### src/rtl/fetch_if.sv
// Fetch-stage bus bundle: redirect/stall inputs, instruction memory port,
// and the output slot feeding the IF/ID register.
interface fetch_if #(
    parameter int unsigned ADDRESS_LEN = 32
);
    logic                   freeze;
    logic                   branch_taken;
    logic [ADDRESS_LEN-1:0] branch_addr;
    logic                   mem_req;
    logic [ADDRESS_LEN-1:0] mem_addr;
    logic                   mem_ack;
    logic [ADDRESS_LEN-1:0] mem_rdata;
    logic                   if_valid;
    logic [ADDRESS_LEN-1:0] if_instr;
    logic [ADDRESS_LEN-1:0] if_pc;

    // Fetch unit side.
    modport master (
        input  freeze, branch_taken, branch_addr, mem_ack, mem_rdata,
        output mem_req, mem_addr, if_valid, if_instr, if_pc
    );

    // Pipeline / memory side.
    modport slave (
        output freeze, branch_taken, branch_addr, mem_ack, mem_rdata,
        input  mem_req, mem_addr, if_valid, if_instr, if_pc
    );
endinterface

### src/rtl/fetch_unit.sv
// Instruction fetch stage: drives the instruction memory from the pc,
// presents fetched words in a single output slot, and uses a one-entry skid
// buffer to absorb a word that returns while the slot is frozen.
module fetch_unit #(
    parameter int unsigned             ADDRESS_LEN = 32,
    parameter logic [ADDRESS_LEN-1:0]  RESET_PC    = '0
) (
    input  logic     clk,
    input  logic     rst,
    fetch_if.master  bus
);
    localparam logic [ADDRESS_LEN-1:0] PC_STEP = ADDRESS_LEN'(4);

    typedef enum logic {
        ST_REQ,
        ST_HOLD
    } state_t;

    state_t                 state, state_next;
    logic [ADDRESS_LEN-1:0] pc, pc_next;
    logic [ADDRESS_LEN-1:0] pc_inc;

    logic                   slot_valid, slot_valid_next;
    logic [ADDRESS_LEN-1:0] slot_instr, slot_instr_next;
    logic [ADDRESS_LEN-1:0] slot_pc, slot_pc_next;

    logic                   skid_valid, skid_valid_next;
    logic [ADDRESS_LEN-1:0] skid_instr, skid_instr_next;
    logic [ADDRESS_LEN-1:0] skid_pc, skid_pc_next;

    logic                   slot_free;

    // Wraps modulo 2^ADDRESS_LEN by construction.
    assign pc_inc    = pc + PC_STEP;
    // The slot may be overwritten when empty or when ID is consuming it.
    assign slot_free = !slot_valid || !bus.freeze;

    assign bus.mem_req  = (state == ST_REQ);
    assign bus.mem_addr = pc;
    assign bus.if_valid = slot_valid;
    assign bus.if_instr = slot_instr;
    assign bus.if_pc    = slot_pc;

    // State register, pc, output slot and skid buffer with async reset.
    always_ff @(posedge clk or posedge rst) begin
        if (rst) begin
            state      <= ST_REQ;
            pc         <= RESET_PC;
            slot_valid <= 1'b0;
            slot_instr <= '0;
            slot_pc    <= '0;
            skid_valid <= 1'b0;
            skid_instr <= '0;
            skid_pc    <= '0;
        end else begin
            state      <= state_next;
            pc         <= pc_next;
            slot_valid <= slot_valid_next;
            slot_instr <= slot_instr_next;
            slot_pc    <= slot_pc_next;
            skid_valid <= skid_valid_next;
            skid_instr <= skid_instr_next;
            skid_pc    <= skid_pc_next;
        end
    end

    // Next-state logic: branch redirect first, then fetch/stall handling.
    always_comb begin
        state_next      = state;
        pc_next         = pc;
        slot_valid_next = slot_valid;
        slot_instr_next = slot_instr;
        slot_pc_next    = slot_pc;
        skid_valid_next = skid_valid;
        skid_instr_next = skid_instr;
        skid_pc_next    = skid_pc;

        if (bus.branch_taken) begin
            // Redirect kills both buffered words and any word acked this cycle.
            pc_next         = bus.branch_addr;
            slot_valid_next = 1'b0;
            skid_valid_next = 1'b0;
            state_next      = ST_REQ;
        end else begin
            unique case (state)
                ST_REQ: begin
                    if (bus.mem_ack) begin
                        pc_next = pc_inc;
                        if (slot_free) begin
                            slot_valid_next = 1'b1;
                            slot_instr_next = bus.mem_rdata;
                            slot_pc_next    = pc_inc;
                        end else begin
                            skid_valid_next = 1'b1;
                            skid_instr_next = bus.mem_rdata;
                            skid_pc_next    = pc_inc;
                            state_next      = ST_HOLD;
                        end
                    end else if (!bus.freeze) begin
                        // Slot consumed with nothing to replace it: bubble.
                        slot_valid_next = 1'b0;
                    end
                end
                ST_HOLD: begin
                    if (!bus.freeze) begin
                        // Drain skid into the slot; fetching resumes next cycle.
                        slot_valid_next = skid_valid;
                        slot_instr_next = skid_instr;
                        slot_pc_next    = skid_pc;
                        skid_valid_next = 1'b0;
                        state_next      = ST_REQ;
                    end
                end
                default: state_next = ST_REQ;
            endcase
        end
    end
endmodule

### src/flat_wrapper.sv
// flat-port wrapper written by rule: the top's interface ports become plain ports
module fetch_unit_flat 
#(
    parameter int unsigned             ADDRESS_LEN = 32,
    parameter logic [ADDRESS_LEN-1:0]  RESET_PC    = '0
)
  (clk, rst, bus_freeze, bus_branch_taken, bus_branch_addr, bus_mem_ack, bus_mem_rdata, bus_mem_req, bus_mem_addr, bus_if_valid, bus_if_instr, bus_if_pc);
  fetch_if #(.ADDRESS_LEN(ADDRESS_LEN)) bus_i ();
  input  logic clk;
  input  logic rst;
  input wire logic [$bits(bus_i.freeze)-1:0] bus_freeze;
  input wire logic [$bits(bus_i.branch_taken)-1:0] bus_branch_taken;
  input wire logic [$bits(bus_i.branch_addr)-1:0] bus_branch_addr;
  input wire logic [$bits(bus_i.mem_ack)-1:0] bus_mem_ack;
  input wire logic [$bits(bus_i.mem_rdata)-1:0] bus_mem_rdata;
  output wire logic [$bits(bus_i.mem_req)-1:0] bus_mem_req;
  output wire logic [$bits(bus_i.mem_addr)-1:0] bus_mem_addr;
  output wire logic [$bits(bus_i.if_valid)-1:0] bus_if_valid;
  output wire logic [$bits(bus_i.if_instr)-1:0] bus_if_instr;
  output wire logic [$bits(bus_i.if_pc)-1:0] bus_if_pc;
  assign bus_i.freeze = bus_freeze;
  assign bus_i.branch_taken = bus_branch_taken;
  assign bus_i.branch_addr = bus_branch_addr;
  assign bus_i.mem_ack = bus_mem_ack;
  assign bus_i.mem_rdata = bus_mem_rdata;
  assign bus_mem_req = bus_i.mem_req;
  assign bus_mem_addr = bus_i.mem_addr;
  assign bus_if_valid = bus_i.if_valid;
  assign bus_if_instr = bus_i.if_instr;
  assign bus_if_pc = bus_i.if_pc;
  fetch_unit #(.ADDRESS_LEN(ADDRESS_LEN), .RESET_PC(RESET_PC)) u_core (.clk(clk), .rst(rst), .bus(bus_i));
endmodule
### config.mk
export PLATFORM = sky130hd
export DESIGN_NAME = fetch_unit_flat
export DESIGN_NICKNAME = d
export VERILOG_FILES = /design/src/rtl/fetch_if.sv /design/src/rtl/fetch_unit.sv /design/src/flat_wrapper.sv
export SDC_FILE = /design/constraint.sdc
export NUM_CORES = 1
export LEC_CHECK = 0
export CORE_ASPECT_RATIO = 1.5
export CORE_MARGIN = 10
export CORE_UTILIZATION = 50
export CTS_CLUSTER_DIAMETER = 100
export DETAILED_ROUTE_END_ITERATION = 16
export PLACE_DENSITY = 0.91
export REMOVE_ABC_BUFFERS = 1
export SYNTH_ARGS = -nofsm -noshare
export SYNTH_HDL_FRONTEND = slang
export SYNTH_SLANG_ARGS = --single-unit
### constraint.sdc
create_clock -name clk -period 14.1 [get_ports clk]
set_input_delay 2.115 -clock clk [delete_from_list [all_inputs] [get_ports clk]]
set_output_delay 2.115 -clock clk [all_outputs]
set_load 0.005 [all_outputs]
* Yosys cells after proc, flatten, opt, wreduce, memory -nomap -nowiden
Cells that the tools add are included.
Storage, ports and cells: bits in registers 163, bits of input ports 69, output and inout bits 98, logic and storage cells 56
Cells by class: add/sub/neg operators 1, equality and inequality tests 9, mux-type cells 26, bitwise gates (word level) 3, reduce and logical (&&, ||, !) cells 9
Operators with widths (number):
- 32-bit two-way mux | 9
- 32-bit one-hot mux with 2 select lines | 2
- 32-bit by 3-bit adder with 32-bit output (second input constant) | 1
- 1-bit two-way mux | 12
- 3-bit inequality test (second input constant) | 3
- 4-bit AND reduction | 2
- 2-bit inequality test (second input constant) | 3
- 1-bit one-hot mux with 2 select lines | 3
- 3-bit AND reduction | 2
- 4-bit by 3-bit inequality test with 1-bit output (second input constant) | 1
- 4-bit inequality test (second input constant) | 1
- 1-bit inverter | 3
- 1-bit logical NOT | 2
- 2-bit by 1-bit inequality test with 1-bit output (second input constant) | 1
- 2-bit AND reduction | 1
- 2-bit nonzero test | 1
- 1-bit logical OR | 1

* Longest topological paths before layout
depth in word-level cells 6, mapped depth 8, mapped depth without buffers 6

* Worst setup path before layout
OpenSTA, ideal clock, no wires.
path kind input to register, start point input bus_mem_ack, end point register u_core.skid_instr[0], library setup time 0.125 ns, data arrival time 3.637 ns, required time 13.975 ns, setup slack 10.338 ns, stages 6, path buffers 3, cells stage by stage nor2b_1 > clkbuf_1 > nand3_1 > clkbuf_1 > clkbuf_1 > mux2_2
On the way: cells in the longest elaborated chain, start to end 1
RTL lines:
- start: declaration | line flat_wrapper.sv:14 | input wire logic [$bits(bus_i.mem_ack)-1:0] bus_mem_ack;
- 4-bit AND reduction (no source line)
- end signal: assignment | line fetch_unit.sv:62 | skid_instr <= skid_instr_next;
- end: declaration | line fetch_unit.sv:28 | logic [ADDRESS_LEN-1:0] skid_instr, skid_instr_next;
No other way between the ends. A chain may end at the register's enable or synchronous reset.

* Worst setup path after layout
start point register u_core.state, end point output bus_mem_req
On the way: cells in the longest elaborated chain, start to end 1
RTL lines:
- start: declaration | line fetch_unit.sv:19 | state_t state, state_next;
- start signal: assignment | line fetch_unit.sv:56 | state <= state_next;
- 1-bit inverter (no source line)
- end: declaration | line flat_wrapper.sv:16 | output wire logic [$bits(bus_i.mem_req)-1:0] bus_mem_req;
No other way between the ends.

==> flow_summary_export.csv <==
group,metric,value,unit
run_status,status,"complete, no violations",
hold_path,min-delay-path-class,"flop to flop",
final_layout,multi_input_comb_area,3320,sq um
clocking,clk_pin_slew,60,ps
timing,max_freq,217,MHz
clocking,cts_htree_levels,4,
die,rows,55,
final_layout,fin_util,66.2,%
clocking,ctsHoldBuffers,0,
die,design.die.area,20700,sq um
die,die_x,121,microns
die,pin_count,167,
die,design.core.area,15100,sq um
routing,wl,20600,microns
clocking,clockBufferDepth,2,
synth,synth_cell_types,48,
global_route,grt_util_all_layers,19.9,%
run,maxCapViolCount,0,
setup_path,critPathLaunch,"u_core.state",
final_layout,areaGrowthSynthToFinish,30.5,%
final_layout,fin_area,9980,sq um
routing,num_vias,6268,
routing,ant_nets,0,
clocking,cts_sinks,163,
synth,synthFlopType,"dfrtp_1",
clocking,root_buffer,"clkbuf_16",
global_route,grt_pass1_vias,6325,
setup_path,crit_path_start_kind,"flop",
pwr,power,1.35,mW
setup_path,r2r-start,"u_core.state",
routing,firstDrtPassIters,6,
synth,async_reset_ff_share,100,%
synth,netlist_area,7640,sq um
timing,finalHoldViolCount,0,
hold_path,hold_path.startpoint,"u_core.bus.if_instr[31]",
timing,rsz0062_at_grt,"no",
synth,synth-edff-count,0,
clocking,post_cts_resized,0,
setup_path,cp-end-kind,"output pin",
clocking,post_cts_buffers,0,
routing,drc,0,
placement,portBuffers,166,
synth,synth_seq_cells,163,
clocking,numCtsBuffers,17,
timing,slew_violations,0,
timing,fin_skew,9.65,ps
placement,gp_congestion,0.832,
final_layout,fin_nets,964,
synth,netlist_instances,761,
synth,yosysWarnings,0,
final_layout,final_common_cell,"clkdlybuf4s50_1",
pwr,peakVddDrop,0.0756,mV
setup_path,worstSetupPathType,"flop to output pin",
timing,setup_tns,0,ps
placement,dp_hpwl,14400,microns
final_layout,regArea,4080,sq um
placement,placed_cell_area,9390,sq um
clocking,tritoncts,"built",
timing,fin_crit_sh,32.7,%
final_layout,final_cell_mix,"clkdlybuf4s50_1, dfrtp_1, nand2_1",
pwr,power_density,135,nW/um^2
clocking,clk_latency,420,ps
synth,synth_area_per_cell,10.0,sq um
timing,relSlewSlack,29.9,%
setup_path,crit_arrival,2490,ps
synth,yosysSeqAreaShare,53.4,%
global_route,antenna_found_initial,2,
routing,wl_per_cell,18.6,microns
setup_path,path_max_fanout,75,
global_route,grt_max_degree,107,
pwr,p_leak,4.04,nW
timing,period_needed,4610,ps
setup_path,cp.required,11980,ps
final_layout,fillerInstances,1113,
die,start_util,50.7,%
global_route,grt-ovfl-total,0,
routing,vias_per_cell,5.66,
final_layout,drive_above_1_share,9.59,%
timing,worst_slew_pin_slew,1050,ps
routing,drt_iter0_markers,620,
timing,setup_viol,0,
global_route,grt_pass1_wl,33000,microns
die,die_h,171,microns
## worst max-delay path, stage by stage, from the launching register on
cell and delay, ps:
dfrtp_4 1100, inv_2 380, clkdlybuf4s50_1 580
## Yosys cell counts (6+ instances only)
| master | number | area [sq um] |
|---|---|---|
| xor2_1 | 12 | 105 |
| mux2_2 | 43 | 484 |
| a21oi_1 | 18 | 90.1 |
| and3_1 | 6 | 37.5 |
| inv_1 | 8 | 30.0 |
| dfrtp_1 | 163 | 4080 |
| nand2_1 | 126 | 473 |
| nor2_1 | 27 | 101 |
| nor3_1 | 18 | 90.1 |
| o21ai_0 | 87 | 435 |
| clkbuf_1 | 48 | 180 |
| o22ai_1 | 6 | 37.5 |
| mux2i_1 | 37 | 370 |
| nor4_1 | 18 | 113 |
| xnor2_1 | 37 | 324 |
| nand4_1 | 7 | 43.8 |
| nand3_1 | 17 | 85.1 |
| o21ai_1 | 20 | 100 |
## routing by layer
layer | track usage (%) | wire (microns)
met1 | 21.9 | 7690
met2 | 35.2 | 10800
met3 | 4.17 | 1150
met4 | 10.5 | 935
met5 | 0 | 0
## per-stage QoR
stage          instances  hold WS, ps  setup WS, ps
2_1_floorplan        703          442          7580
3_3_place_gp        1074          454          9650
3_5_place_dp        1074          465          9600
4_1_cts             1106          478          9480
5_1_grt             1108          492          9350
6_report            1108          479          9490
## final cells by class
type,count,share of cell area [%]
repair buffers,172,17.1
diodes,2,0.0502
inverters,9,0.389
well taps,199,2.50
clock buffers,22,4.65
flip-flops and latches,163,40.9
clock inverters,10,1.22
multi-input cells,531,33.2
## sequential cells by signal, indices dropped and copies added, names as in the netlist
name / flops
u_core.state: 1
u_core.bus.if_valid: 1
u_core.skid_instr: 32
u_core.bus.if_instr: 32
u_core.skid_valid: 1
u_core.bus.if_pc: 32
u_core.skid_pc: 32
u_core.bus.mem_addr: 32
## kinds of logic after synthesis
family                     Yosys count  synth area share, %
and+or+nand+nor                    241                 14.6
DFF                                163                 53.4
AOI/OAI and AO/OA                  160                 11.6
muxes                               80                 11.2
buffers and inverters               67                 3.44
xor gates and xnor gates            49                 5.61
adders and majority gates            1                0.164
## where the power goes
part           internal [mW]  switching, mW  total [mW]
Combinational          0.154          0.109       0.263
Sequential             0.558         0.0658       0.624
Clock                  0.272          0.192       0.464
## final timing paths
check / cells past startpoint / slack, ps / endpoint
min in group asynchronous: 2 / 2290 / u_core.skid_instr[20]
max in group asynchronous: 3 / 10390 / u_core.state
worst max register to register: 5 / 11090 / u_core.bus.mem_addr[27]
worst min-delay path: 2 / 480 / u_core.bus.if_instr[31]
worst max-delay path: 2 / 9490 / bus_mem_req
worst min register to register: 2 / 480 / u_core.bus.if_instr[31]
Power figures use the tool's default switching activity.
